File: config.mk
export PLATFORM = sky130hd
export DESIGN_NAME = mem_port_arbiter_flat
export DESIGN_NICKNAME = d
export VERILOG_FILES = /design/src/rtl/mem_port_arbiter_if.sv /design/src/rtl/mem_port_arbiter.sv /design/src/flat_wrapper.sv
export SDC_FILE = /design/constraint.sdc
export NUM_CORES = 1
export LEC_CHECK = 0
export CORE_ASPECT_RATIO = 1.5
export CORE_MARGIN = 3
export CORE_UTILIZATION = 40
export DETAILED_ROUTE_END_ITERATION = 16
export PLACE_DENSITY = 0.87
export SLEW_MARGIN = 15
export SYNTH_ARGS = -nofsm -noshare
export SYNTH_HDL_FRONTEND = slang
export SYNTH_SLANG_ARGS = --single-unit
export TNS_END_PERCENT = 30
File: constraint.sdc
create_clock -name clk -period 2.6 [get_ports clk]
set_input_delay 0.65 -clock clk [delete_from_list [all_inputs] [get_ports clk]]
set_output_delay 0.65 -clock clk [all_outputs]
set_load 0.02 [all_outputs]
File: src/rtl/mem_port_arbiter_if.sv
// mem_port_arbiter_if: bundles the fetch requester, the data requester and the
// single-port RAM connections of mem_port_arbiter.
// The slave modport is the arbiter's view. The master modport is the opposite
// side: the CPU pipeline plus the RAM.
interface mem_port_arbiter_if #(
    parameter int DATA_WIDTH = 32,
    parameter int ADDR_WIDTH = 32
);
    // Fetch requester (read only)
    logic                  if_req;
    logic [ADDR_WIDTH-1:0] if_addr;
    logic                  if_gnt;
    logic                  if_rvalid;
    logic [DATA_WIDTH-1:0] if_rdata;

    // Data requester (MemoryAccess stage)
    logic                  dm_req;
    logic                  dm_we;
    logic [ADDR_WIDTH-1:0] dm_addr;
    logic [DATA_WIDTH-1:0] dm_wdata;
    logic [3:0]            dm_strobe;
    logic                  dm_gnt;
    logic                  dm_rvalid;
    logic [DATA_WIDTH-1:0] dm_rdata;

    // Single-port RAM
    logic [ADDR_WIDTH-1:0] ram_address;
    logic [DATA_WIDTH-1:0] ram_write_data;
    logic                  ram_write_enable;
    logic [3:0]            ram_write_strobe;
    logic [DATA_WIDTH-1:0] ram_read_data;

    modport slave (
        input  if_req, if_addr,
        output if_gnt, if_rvalid, if_rdata,
        input  dm_req, dm_we, dm_addr, dm_wdata, dm_strobe,
        output dm_gnt, dm_rvalid, dm_rdata,
        output ram_address, ram_write_data, ram_write_enable, ram_write_strobe,
        input  ram_read_data
    );

    modport master (
        output if_req, if_addr,
        input  if_gnt, if_rvalid, if_rdata,
        output dm_req, dm_we, dm_addr, dm_wdata, dm_strobe,
        input  dm_gnt, dm_rvalid, dm_rdata,
        input  ram_address, ram_write_data, ram_write_enable, ram_write_strobe,
        output ram_read_data
    );
endinterface

File: src/rtl/mem_port_arbiter.sv
// mem_port_arbiter: shares one single-port data RAM between instruction fetch
// and the MemoryAccess stage.
// Each transaction runs as IDLE (grant) -> ISSUE (RAM cycle) -> WAIT (read
// latency). A write ends after ISSUE. A completed read pulses the owner's
// rvalid in the IDLE cycle that follows.
// The data port has priority over fetch. A streak counter prevents fetch from
// being starved indefinitely.
// Optional feature: define MEM_ARB_PERF_CNT_EN to add the saturating stall
// counters perf_if_stall / perf_dm_stall.
// Legal ranges: READ_LATENCY 1..4, MAX_DATA_STREAK 1..15.
module mem_port_arbiter #(
    parameter int DATA_WIDTH      = 32,
    parameter int ADDR_WIDTH      = 32,
    parameter int READ_LATENCY    = 1,
    parameter int MAX_DATA_STREAK = 4
) (
    input  logic                   clk,
    input  logic                   rst,
    mem_port_arbiter_if.slave      bus,
    output logic                   busy
`ifdef MEM_ARB_PERF_CNT_EN
    ,
    output logic [31:0]            perf_if_stall,
    output logic [31:0]            perf_dm_stall
`endif
);

    typedef enum logic [1:0] {
        ST_IDLE  = 2'd0,
        ST_ISSUE = 2'd1,
        ST_WAIT  = 2'd2
    } state_t;

    localparam logic [1:0] LAT_LOAD   = 2'(READ_LATENCY - 1);
    localparam logic [3:0] STREAK_MAX = 4'(MAX_DATA_STREAK);

    // Saturating 32-bit increment used by the stall counters
    function automatic logic [31:0] sat_inc32(input logic [31:0] value);
        logic [31:0] result;
        if (value == 32'hFFFF_FFFF) begin
            result = value;
        end else begin
            result = value + 32'd1;
        end
        return result;
    endfunction

    state_t                state_r;
    state_t                state_s;
    logic [1:0]            lat_cnt_r;
    logic [3:0]            streak_r;
    logic                  txn_we_r;
    logic                  txn_owner_if_r;

    logic                  if_gnt_s;
    logic                  dm_gnt_s;
    logic                  streak_at_max_s;
    logic                  capture_s;
    logic                  issue_read_s;

    logic [ADDR_WIDTH-1:0] ram_addr_r;
    logic [DATA_WIDTH-1:0] ram_wdata_r;
    logic                  ram_we_r;
    logic [3:0]            ram_strb_r;

    logic [DATA_WIDTH-1:0] if_rdata_r;
    logic [DATA_WIDTH-1:0] dm_rdata_r;
    logic                  if_rvalid_r;
    logic                  dm_rvalid_r;
    logic                  busy_r;

    // FSM state register
    always_ff @(posedge clk) begin
        if (rst) begin
            state_r <= ST_IDLE;
        end else begin
            state_r <= state_s;
        end
    end

    // FSM next-state logic
    always_comb begin
        state_s = state_r;
        case (state_r)
            ST_IDLE: begin
                if (if_gnt_s || dm_gnt_s) begin
                    state_s = ST_ISSUE;
                end else begin
                    state_s = ST_IDLE;
                end
            end
            ST_ISSUE: begin
                if (txn_we_r) begin
                    state_s = ST_IDLE;
                end else begin
                    state_s = ST_WAIT;
                end
            end
            ST_WAIT: begin
                if (lat_cnt_r == 2'd0) begin
                    state_s = ST_IDLE;
                end else begin
                    state_s = ST_WAIT;
                end
            end
            default: begin
                state_s = ST_IDLE;
            end
        endcase
    end

    // FSM outputs: grants in IDLE (data first unless fetch has waited out the streak) and phase decodes
    always_comb begin
        if_gnt_s        = 1'b0;
        dm_gnt_s        = 1'b0;
        streak_at_max_s = (streak_r == STREAK_MAX);
        issue_read_s    = (state_r == ST_ISSUE) && !txn_we_r;
        capture_s       = (state_r == ST_WAIT) && (lat_cnt_r == 2'd0);
        if ((state_r == ST_IDLE) && !rst) begin
            if (bus.dm_req && !(bus.if_req && streak_at_max_s)) begin
                dm_gnt_s = 1'b1;
            end else if (bus.if_req) begin
                if_gnt_s = 1'b1;
            end else begin
                dm_gnt_s = 1'b0;
                if_gnt_s = 1'b0;
            end
        end else begin
            if_gnt_s = 1'b0;
            dm_gnt_s = 1'b0;
        end
    end

    // Read latency counter: loaded at a read ISSUE, counts down in WAIT
    always_ff @(posedge clk) begin
        if (rst) begin
            lat_cnt_r <= 2'd0;
        end else if (issue_read_s) begin
            lat_cnt_r <= LAT_LOAD;
        end else if ((state_r == ST_WAIT) && (lat_cnt_r != 2'd0)) begin
            lat_cnt_r <= lat_cnt_r - 2'd1;
        end else begin
            lat_cnt_r <= lat_cnt_r;
        end
    end

    // Granted transaction kind and the owner of the pending read
    always_ff @(posedge clk) begin
        if (rst) begin
            txn_we_r       <= 1'b0;
            txn_owner_if_r <= 1'b0;
        end else if (dm_gnt_s) begin
            txn_we_r       <= bus.dm_we;
            txn_owner_if_r <= 1'b0;
        end else if (if_gnt_s) begin
            txn_we_r       <= 1'b0;
            txn_owner_if_r <= 1'b1;
        end else begin
            txn_we_r       <= txn_we_r;
            txn_owner_if_r <= txn_owner_if_r;
        end
    end

    // Data-grant streak: counts data grants taken while fetch was waiting
    always_ff @(posedge clk) begin
        if (rst) begin
            streak_r <= 4'd0;
        end else if (if_gnt_s) begin
            streak_r <= 4'd0;
        end else if (dm_gnt_s) begin
            if (!bus.if_req) begin
                streak_r <= 4'd0;
            end else if (streak_r < STREAK_MAX) begin
                streak_r <= streak_r + 4'd1;
            end else begin
                streak_r <= streak_r;
            end
        end else begin
            streak_r <= streak_r;
        end
    end

    // RAM drive: loaded at grant so it is valid in ISSUE; write controls live only for that cycle
    always_ff @(posedge clk) begin
        if (rst) begin
            ram_addr_r  <= '0;
            ram_wdata_r <= '0;
            ram_we_r    <= 1'b0;
            ram_strb_r  <= 4'd0;
        end else if (dm_gnt_s) begin
            ram_addr_r  <= bus.dm_addr;
            ram_we_r    <= bus.dm_we;
            ram_wdata_r <= bus.dm_we ? bus.dm_wdata : '0;
            ram_strb_r  <= bus.dm_we ? bus.dm_strobe : 4'd0;
        end else if (if_gnt_s) begin
            ram_addr_r  <= bus.if_addr;
            ram_we_r    <= 1'b0;
            ram_wdata_r <= '0;
            ram_strb_r  <= 4'd0;
        end else begin
            ram_addr_r  <= ram_addr_r;
            ram_we_r    <= 1'b0;
            ram_wdata_r <= '0;
            ram_strb_r  <= 4'd0;
        end
    end

    // Read completion: capture RAM data for the owner and pulse its rvalid in the following IDLE cycle
    always_ff @(posedge clk) begin
        if (rst) begin
            if_rdata_r  <= '0;
            dm_rdata_r  <= '0;
            if_rvalid_r <= 1'b0;
            dm_rvalid_r <= 1'b0;
        end else begin
            if_rvalid_r <= capture_s && txn_owner_if_r;
            dm_rvalid_r <= capture_s && !txn_owner_if_r;
            if (capture_s && txn_owner_if_r) begin
                if_rdata_r <= bus.ram_read_data;
            end else begin
                if_rdata_r <= if_rdata_r;
            end
            if (capture_s && !txn_owner_if_r) begin
                dm_rdata_r <= bus.ram_read_data;
            end else begin
                dm_rdata_r <= dm_rdata_r;
            end
        end
    end

    // Busy flag registered from the next state, so it tracks "state is not IDLE"
    always_ff @(posedge clk) begin
        if (rst) begin
            busy_r <= 1'b0;
        end else begin
            busy_r <= (state_s != ST_IDLE);
        end
    end

`ifdef MEM_ARB_PERF_CNT_EN
    logic [31:0] perf_if_stall_r;
    logic [31:0] perf_dm_stall_r;

    // Stall counters: cycles in which a requester holds req without receiving a grant
    always_ff @(posedge clk) begin
        if (rst) begin
            perf_if_stall_r <= 32'd0;
            perf_dm_stall_r <= 32'd0;
        end else begin
            if (bus.if_req && !if_gnt_s) begin
                perf_if_stall_r <= sat_inc32(perf_if_stall_r);
            end else begin
                perf_if_stall_r <= perf_if_stall_r;
            end
            if (bus.dm_req && !dm_gnt_s) begin
                perf_dm_stall_r <= sat_inc32(perf_dm_stall_r);
            end else begin
                perf_dm_stall_r <= perf_dm_stall_r;
            end
        end
    end

    assign perf_if_stall = perf_if_stall_r;
    assign perf_dm_stall = perf_dm_stall_r;
`endif

    assign bus.if_gnt           = if_gnt_s;
    assign bus.dm_gnt           = dm_gnt_s;
    assign bus.if_rvalid        = if_rvalid_r;
    assign bus.dm_rvalid        = dm_rvalid_r;
    assign bus.if_rdata         = if_rdata_r;
    assign bus.dm_rdata         = dm_rdata_r;
    assign bus.ram_address      = ram_addr_r;
    assign bus.ram_write_data   = ram_wdata_r;
    assign bus.ram_write_enable = ram_we_r;
    assign bus.ram_write_strobe = ram_strb_r;
    assign busy                 = busy_r;

endmodule

File: src/flat_wrapper.sv
// flat-port wrapper written by rule: the top's interface ports become plain ports
module mem_port_arbiter_flat 
#(
    parameter int DATA_WIDTH      = 32,
    parameter int ADDR_WIDTH      = 32,
    parameter int READ_LATENCY    = 1,
    parameter int MAX_DATA_STREAK = 4
)
  (clk, rst, busy, bus_if_req, bus_if_addr, bus_if_gnt, bus_if_rvalid, bus_if_rdata, bus_dm_req, bus_dm_we, bus_dm_addr, bus_dm_wdata, bus_dm_strobe, bus_dm_gnt, bus_dm_rvalid, bus_dm_rdata, bus_ram_address, bus_ram_write_data, bus_ram_write_enable, bus_ram_write_strobe, bus_ram_read_data);
  mem_port_arbiter_if #(.DATA_WIDTH(DATA_WIDTH), .ADDR_WIDTH(ADDR_WIDTH)) bus_i ();
  input  logic clk;
  input  logic rst;
  output logic busy;
  input wire logic [$bits(bus_i.if_req)-1:0] bus_if_req;
  input wire logic [$bits(bus_i.if_addr)-1:0] bus_if_addr;
  output wire logic [$bits(bus_i.if_gnt)-1:0] bus_if_gnt;
  output wire logic [$bits(bus_i.if_rvalid)-1:0] bus_if_rvalid;
  output wire logic [$bits(bus_i.if_rdata)-1:0] bus_if_rdata;
  input wire logic [$bits(bus_i.dm_req)-1:0] bus_dm_req;
  input wire logic [$bits(bus_i.dm_we)-1:0] bus_dm_we;
  input wire logic [$bits(bus_i.dm_addr)-1:0] bus_dm_addr;
  input wire logic [$bits(bus_i.dm_wdata)-1:0] bus_dm_wdata;
  input wire logic [$bits(bus_i.dm_strobe)-1:0] bus_dm_strobe;
  output wire logic [$bits(bus_i.dm_gnt)-1:0] bus_dm_gnt;
  output wire logic [$bits(bus_i.dm_rvalid)-1:0] bus_dm_rvalid;
  output wire logic [$bits(bus_i.dm_rdata)-1:0] bus_dm_rdata;
  output wire logic [$bits(bus_i.ram_address)-1:0] bus_ram_address;
  output wire logic [$bits(bus_i.ram_write_data)-1:0] bus_ram_write_data;
  output wire logic [$bits(bus_i.ram_write_enable)-1:0] bus_ram_write_enable;
  output wire logic [$bits(bus_i.ram_write_strobe)-1:0] bus_ram_write_strobe;
  input wire logic [$bits(bus_i.ram_read_data)-1:0] bus_ram_read_data;
  assign bus_i.if_req = bus_if_req;
  assign bus_i.if_addr = bus_if_addr;
  assign bus_if_gnt = bus_i.if_gnt;
  assign bus_if_rvalid = bus_i.if_rvalid;
  assign bus_if_rdata = bus_i.if_rdata;
  assign bus_i.dm_req = bus_dm_req;
  assign bus_i.dm_we = bus_dm_we;
  assign bus_i.dm_addr = bus_dm_addr;
  assign bus_i.dm_wdata = bus_dm_wdata;
  assign bus_i.dm_strobe = bus_dm_strobe;
  assign bus_dm_gnt = bus_i.dm_gnt;
  assign bus_dm_rvalid = bus_i.dm_rvalid;
  assign bus_dm_rdata = bus_i.dm_rdata;
  assign bus_ram_address = bus_i.ram_address;
  assign bus_ram_write_data = bus_i.ram_write_data;
  assign bus_ram_write_enable = bus_i.ram_write_enable;
  assign bus_ram_write_strobe = bus_i.ram_write_strobe;
  assign bus_i.ram_read_data = bus_ram_read_data;
  mem_port_arbiter #(.DATA_WIDTH(DATA_WIDTH), .ADDR_WIDTH(ADDR_WIDTH), .READ_LATENCY(READ_LATENCY), .MAX_DATA_STREAK(MAX_DATA_STREAK)) u_core (.clk(clk), .rst(rst), .bus(bus_i), .busy(busy));
endmodule
==> impl_metrics.csv, run 1 <==
group,metric,value,unit
power,p_comb_share,15.2,%
die,core_area,0.01321,mm²
synth,yosys.area_share.simple,33.20,%
layout,layout.cells.most_common,"clkdlybuf4s50_1",
synth,synth_top_area_share,53.26,%
setup_path,critPathKind,"primary input to primary output",
synth,yosysWarnings,0,
global_route,overflow,0,
power,p_switching,1.447,mW
layout,multiInputGateArea,0.002287,mm²
worst_hold_path,hold_end,"u_core.bus.if_rdata[16]",
detailed_routing,detail-route-antenna-nets,0,
layout,utilization,67.28,%
layout,final_cell_count_no_fill,1040,
synth,synthArstFlopShare,0,%
worst_hold_path,whs_path_depth,2,
setup_path,critPathArrivalTime,1.87,ns
timing,fmax,397.3,MHz
timing,slew-limit-headroom,33.95,%
synth,ys_seq_area_share,53.26,%
setup_path,r2r-start,"u_core.streak_r[0]",
timing,rsz0062_at_grt,"false",
synth,ys_types,36,
global_route,grt_use_total,21.78,%
job,cap_violations,0,
timing,skew,0.009859,ns
die,die_w,101.6,µm
timing,setup_viol,0,
placed_design,gp_congestion,0.8334,
layout,drive_above_1_share,10.10,%
die,rows,51,
synth,yosys.area_share.xor_xnor,0.1596,%
layout,final_cell_mix,"clkdlybuf4s50_1 (271), dfxtp_1 (146), nand2_1 (131)",
timing,fin_crit_sh,96.80,%
global_route,antenna_found_initial,0,
clock_network,cts_sinks,146,
synth,ys_seq_elements,146,
timing,worst_slew_pin_slew,0.9907,ns
synth,synth_top_family_by_area,"simple AND/OR/NAND/NOR gates",
timing,slew_violations,0,
die,pin_count,275,
timing,hold_viol_final,0,
placed_design,dp_cells,1008,
clock_network,path_clk_slew,0.06,ns
global_route,grt_pass1_vias,5181,
power,swShare,26.26,%
power,p_leak,3.106,nW
detailed_routing,drc,0,
layout,area_growth,61.95,%
power,internal_power,4.065,mW
synth,synth_top_area_cell,"dfxtp_1",
setup_path,cp_max_fo,3,
detailed_routing,wl_per_cell,16.00,µm
detailed_routing,drt_wl_total,16.64,mm
clock_network,cts_made_buffers,17,
run_status,status,"finished clean",
synth,syn_avg_cell_area,9.026,µm²
placed_design,port-buffer-count,274,
setup_path,r2r_end,"u_core.bus.ram_write_data[12]",
synth,synthMuxAreaShare,0,%
global_route,grt_pass1_wl,25.96,mm
synth,synthFlopType,"dfxtp_1",
power,irDropWorstVdd,0.3498,mV
clock_network,cts_tree,"built",
detailed_routing,num_vias,5224,
detailed_routing,avgViaCountPerCell,5.023,
die,start_util,41.55,%
layout,fin_nets,1008,
clock_network,hold_buffers,0,
die,die_y,149.5,µm
layout,n_antenna_cell,0,
placed_design,hpwl,11.92,mm
placed_design,place_area,0.008319,mm²
synth,netlist_area,0.005488,mm²
clock_network,root_buffer,"clkbuf_16",
clock_network,clk_latency,0.41,ns
worst_hold_path,hp-class,"register to register",
worst_hold_path,min_from,"u_core.bus.if_rdata[16]",
synth,synth_fp_nets,748,
power,seqPwrFrac,43.1,%
synth,synth-adder-area-share,0.6840,%
power,clkPwrFrac,41.7,%
detailed_routing,drt_iter0_drc,147,
timing,period_minus_slack,2.517,ns
synth,syn_inst,608,
layout,fillers,1062,
setup_path,cp-end-kind,"primary output",
clock_network,cts-htree-levels,4,
power,p_per_area,620.2,mW/mm²
layout,regArea,0.002923,mm²
synth,synth-compound-area-share,7.501,%
layout,fin_area,0.008887,mm²
die,fp.dieArea,0.01519,mm²
global_route,grt_max_degree,65,
synth,synth_enable_flop_cells,0,
setup_path,r2r_slack,0.53,ns
clock_network,cts_max_path_buffers,2,
setup_path,cp.required,1.95,ns
setup_path,r2r_cells,6,
detailed_routing,dr.pass1.iters,4,
synth,synth_area_leaders,"dfxtp_1 (53%), nand2_1 (9.0%), nor4b_2 (7.9%), a21oi_1 (6.3%), and2_1 (4.2%)",
setup_path,startpoint_type,"primary input",
-- metrics by stage --
stage	setup WS, ns	hold slack [ns]	setup TNS, ns	total power [mW]
finish	0.08318	0.4511	0	5.512
global route	0.01546	0.4709	0	5.749
CTS	0.05834	0.4540	0	5.572
detailed placement	-0.1986	0.4455	-0.3551	3.264
global placement	-0.2017	0.4409	-0.3234	3.251
floorplan	0.1709	0.4569	0	2.798
-- synthesized netlist by cell type, types with 2 or more instances --
| master | n |
|---|---|
| nand2_1 | 131 |
| and3_1 | 2 |
| a21oi_1 | 69 |
| nor3b_1 | 2 |
| dfxtp_1 | 146 |
| and2_1 | 37 |
| buf_6 | 5 |
| buf_2 | 22 |
| nor4_1 | 32 |
| o21ai_0 | 3 |
| nor4b_2 | 29 |
| nor4b_1 | 3 |
| nand3_1 | 4 |
| nor3_1 | 35 |
| clkbuf_2 | 2 |
| inv_1 | 5 |
| ha_1 | 3 |
| nor2_1 | 41 |
| clkbuf_1 | 20 |
-- kinds of logic after synthesis --
family | Yosys count
AND/OR/NAND/NOR | 323
buffers and inverters | 57
adder cells (fa/ha/maj) | 3
AO/OA/AOI/OAI | 78
flip-flops | 146
XOR/XNOR | 1
-- sequential cells by signal (all words and copies together) (netlist names), 2 cells and up --
signal / flops
u_core.bus.ram_write_data: 32
u_core.bus.ram_write_strobe: 4
u_core.bus.ram_address: 32
u_core.lat_cnt_r: 2
u_core.state_r: 2
u_core.streak_r: 4
u_core.bus.dm_rdata: 32
u_core.bus.if_rdata: 32
-- worst max-delay path by stage --
stage / start / to / slack [ns] / cells past startpoint
after floorplan: rst / bus_dm_gnt / 0.17 / 5
after global placement: bus_if_req / bus_if_gnt / -0.20 / 5
after detailed placement: bus_if_req / bus_if_gnt / -0.20 / 5
after CTS: bus_if_req / bus_if_gnt / 0.06 / 5
after global routing: bus_if_req / bus_if_gnt / 0.02 / 5
final: bus_if_req / bus_if_gnt / 0.08 / 5
-- layer usage --
layer  GRT usage, %  wire length, µm  part of all wire (%)
met5              0                0                     0
met4          9.182              529                   3.2
met3          6.856             1109                   6.7
met2          38.27             8761                    53
met1          23.79             6245                    38
-- critical path, cell delays in order --
cell	delay, ns
clkdlybuf4s50_1	0.49
nand4b_1	0.14
nand2_1	0.13
and3_1	0.16
clkdlybuf4s15_1	0.30
-- power by group through the flow --
stage / Sequential [mW] / Combinational, mW / Clock [mW]
floorplan: 2.53 / 0.269 / 0
global placement: 2.42 / 0.830 / 0
detailed placement: 2.42 / 0.840 / 0
CTS: 2.37 / 0.843 / 2.35
global route: 2.38 / 0.897 / 2.47
finish: 2.37 / 0.839 / 2.30
-- cell type report --
type                            count  share of cell area [%]
Clock buffer                       19                   5.096
Clock inverter                     13                   1.309
Inverter                            6                  0.2534
Multi-Input combinational cell    405                   25.74
Sequential cell                   146                   32.89
Tap cell                          159                   2.238
Timing Repair Buffer              292                   32.48
-- what timing repair did --
item | in CTS | in global routing
gates resized for setup | 2 | 1
setup buffers | 0 | 0
pin swaps | 0 | 0
setup endpoints to repair | 2 | 1
Note: power is estimated with default switching activity, not from simulation.
==> run 2: changes to the inputs <==
Settings changed: CORE_ASPECT_RATIO 1.5 to 0.75.
==> run 2 against run 1 <==
Against the previous run: non-clock buffer count shrank 2; cell area is essentially flat; utilization is essentially flat; total power grew 1.1%; wire length grew 0.97%; sequential power is essentially flat; via count is essentially flat; critical path type unchanged.
==> impl_metrics.csv, run 2 (same netlist as run 1, synthesis figures left out) <==
group,metric,value,unit
layout,n_antenna_cell,0,
timing,setup_viol,0,
placed_design,port-buffer-count,274,
setup_path,cp_max_fo,4,
layout,drive_above_1_share,10.13,%
die,die_w,141.3,µm
timing,fmax,406.4,MHz
die,core_area,0.01320,mm²
die,rows,36,
clock_network,path_clk_slew,0.06,ns
clock_network,cts_sinks,146,
global_route,grt_pass1_vias,5139,
setup_path,cp.required,1.95,ns
clock_network,cts-htree-levels,4,
run_status,status,"finished clean",
layout,fillers,1023,
placed_design,post-place-ws,-0.3132,ns
placed_design,gp_congestion,0.8353,
detailed_routing,drc,0,
power,swShare,26.26,%
setup_path,startpoint_type,"primary input",
power,p_leak,3.086,nW
layout,fin_nets,1006,
global_route,grt_max_degree,108,
global_route,grt_pass1_wl,26.60,mm
power,internal_power,4.109,mW
power,irDropWorstVdd,0.4829,mV
die,die_y,107.4,µm
detailed_routing,drt_iter0_drc,306,
clock_network,cts_max_path_buffers,2,
power,p_switching,1.464,mW
global_route,overflow,0,
layout,regArea,0.002923,mm²
detailed_routing,dr.pass1.iters,5,
timing,slew_violations,0,
clock_network,postCtsSetupBuffers,0,
timing,fin_tns_setup,0,ns
clock_network,cts_made_buffers,17,
detailed_routing,detail-route-antenna-nets,0,
clock_network,root_buffer,"clkbuf_16",
timing,worst_slew_pin_slew,1.129,ns
timing,slew-limit-headroom,24.74,%
setup_path,critPathArrivalTime,1.81,ns
power,p_comb_share,14.9,%
setup_path,cp-end-kind,"primary output",
power,p_per_area,627.2,mW/mm²
timing,fin_crit_sh,94.65,%
worst_hold_path,hp-class,"register to register",
global_route,antenna_found_initial,0,
setup_path,critPathKind,"primary input to primary output",
detailed_routing,drt_wl_total,16.81,mm
timing,rsz0062_at_grt,"false",
global_route,grt_use_total,21.87,%
layout,layout.cells.most_common,"clkdlybuf4s50_1",
layout,multiInputGateArea,0.002290,mm²
job,cap_violations,0,
detailed_routing,num_vias,5227,
layout,area_growth,61.92,%
power,clkPwrFrac,42.4,%
power,seqPwrFrac,42.7,%
die,start_util,41.58,%
die,fp.dieArea,0.01518,mm²
detailed_routing,avgViaCountPerCell,4.978,
detailed_routing,wl_per_cell,16.00,µm
timing,period_minus_slack,2.461,ns
die,pin_count,275,
timing,skew,0.009962,ns
placed_design,hpwl,11.70,mm
timing,hold_viol_final,0,
clock_network,cts_tree,"built",
layout,final_cell_mix,"clkdlybuf4s50_1 (271), dfxtp_1 (146), nand2_1 (130)",
timing,worst_slack,0.1391,ns
clock_network,hold_buffers,0,
clock_network,clk_latency,0.40,ns
[run 2: changes by cell type in the layout (fill, tap and decap cells not counted), sizes merged]
cell	change
bufinv	+1
clkinv	-4
buf	-1
dlygate4sd2	-1
inv	+1
clkinvlp	+3
clkdlybuf4s15	-1
[run 2: what timing repair did]
item                                    in CTS  in global routing
hold endpoints to repair                     0                  0
pin swaps                                    0                  1
endpoints found under the setup margin       2                  2
resized for setup                            4                  4
[run 2: worst max-delay path: stages]
cell             delay, ns
clkdlybuf4s50_1       0.48
nand4b_1              0.18
nand2_2               0.15
and3_1                0.18
buf_2                 0.17
[run 2: path summary, 6_finish.rpt]
check,slack (ns),cells after the start,startpoint,endpoint
setup / recovery,0.14,5,bus_if_req,bus_if_gnt
hold / removal,0.45,2,u_core.bus.if_rdata[7],u_core.bus.if_rdata[7]
setup reg to reg,0.71,7,u_core.streak_r[0],u_core.bus.ram_address[1]
hold reg to reg,0.45,2,u_core.bus.if_rdata[7],u_core.bus.if_rdata[7]
[run 2: per-layer routing]
metal	routed length [µm]	track usage (%)	vias to the layer above
li1	-	-	2585
met5	0	0	-
met1	6782	26.12	2390
met4	271	5.602	0
met2	8137	37.05	226
met3	1613	8.437	26
[run 2: cell type report]
class | count | area share [%]
clock buffer | 18 | 4.830
clock inverter | 14 | 1.633
inverter | 6 | 0.2534
multi-input combinational | 405 | 25.77
sequential | 146 | 32.89
tap | 171 | 2.408
timing repair buffer | 290 | 32.22
[run 2: power by group through the flow]
| stage | clock network [mW] | logic [mW] | registers [mW] |
|---|---|---|---|
| detailed placement | 0 | 0.832 | 2.43 |
| finish | 2.36 | 0.831 | 2.38 |
| global placement | 0 | 0.825 | 2.42 |
| floorplan | 0 | 0.269 | 2.53 |
| CTS | 2.42 | 0.836 | 2.38 |
| global route | 2.52 | 0.893 | 2.39 |
[run 2: stage by stage]
| stage | instance area, µm² | util [%] | hold WS [ns] | std cells | power (mW) |
|---|---|---|---|---|---|
| 2_1_floorplan | 5488 | - | 0.4569 | 608 | 2.798 |
| 3_3_place_gp | 8319 | 63.04 | 0.4410 | 1018 | 3.247 |
| 3_5_place_dp | 8319 | 63.04 | 0.4470 | 1018 | 3.257 |
| 4_1_cts | 8894 | 67.39 | 0.4557 | 1050 | 5.637 |
| 5_1_grt | 8886 | 67.33 | 0.4651 | 1050 | 5.797 |
| 6_report | 8886 | 67.33 | 0.4507 | 1050 | 5.573 |
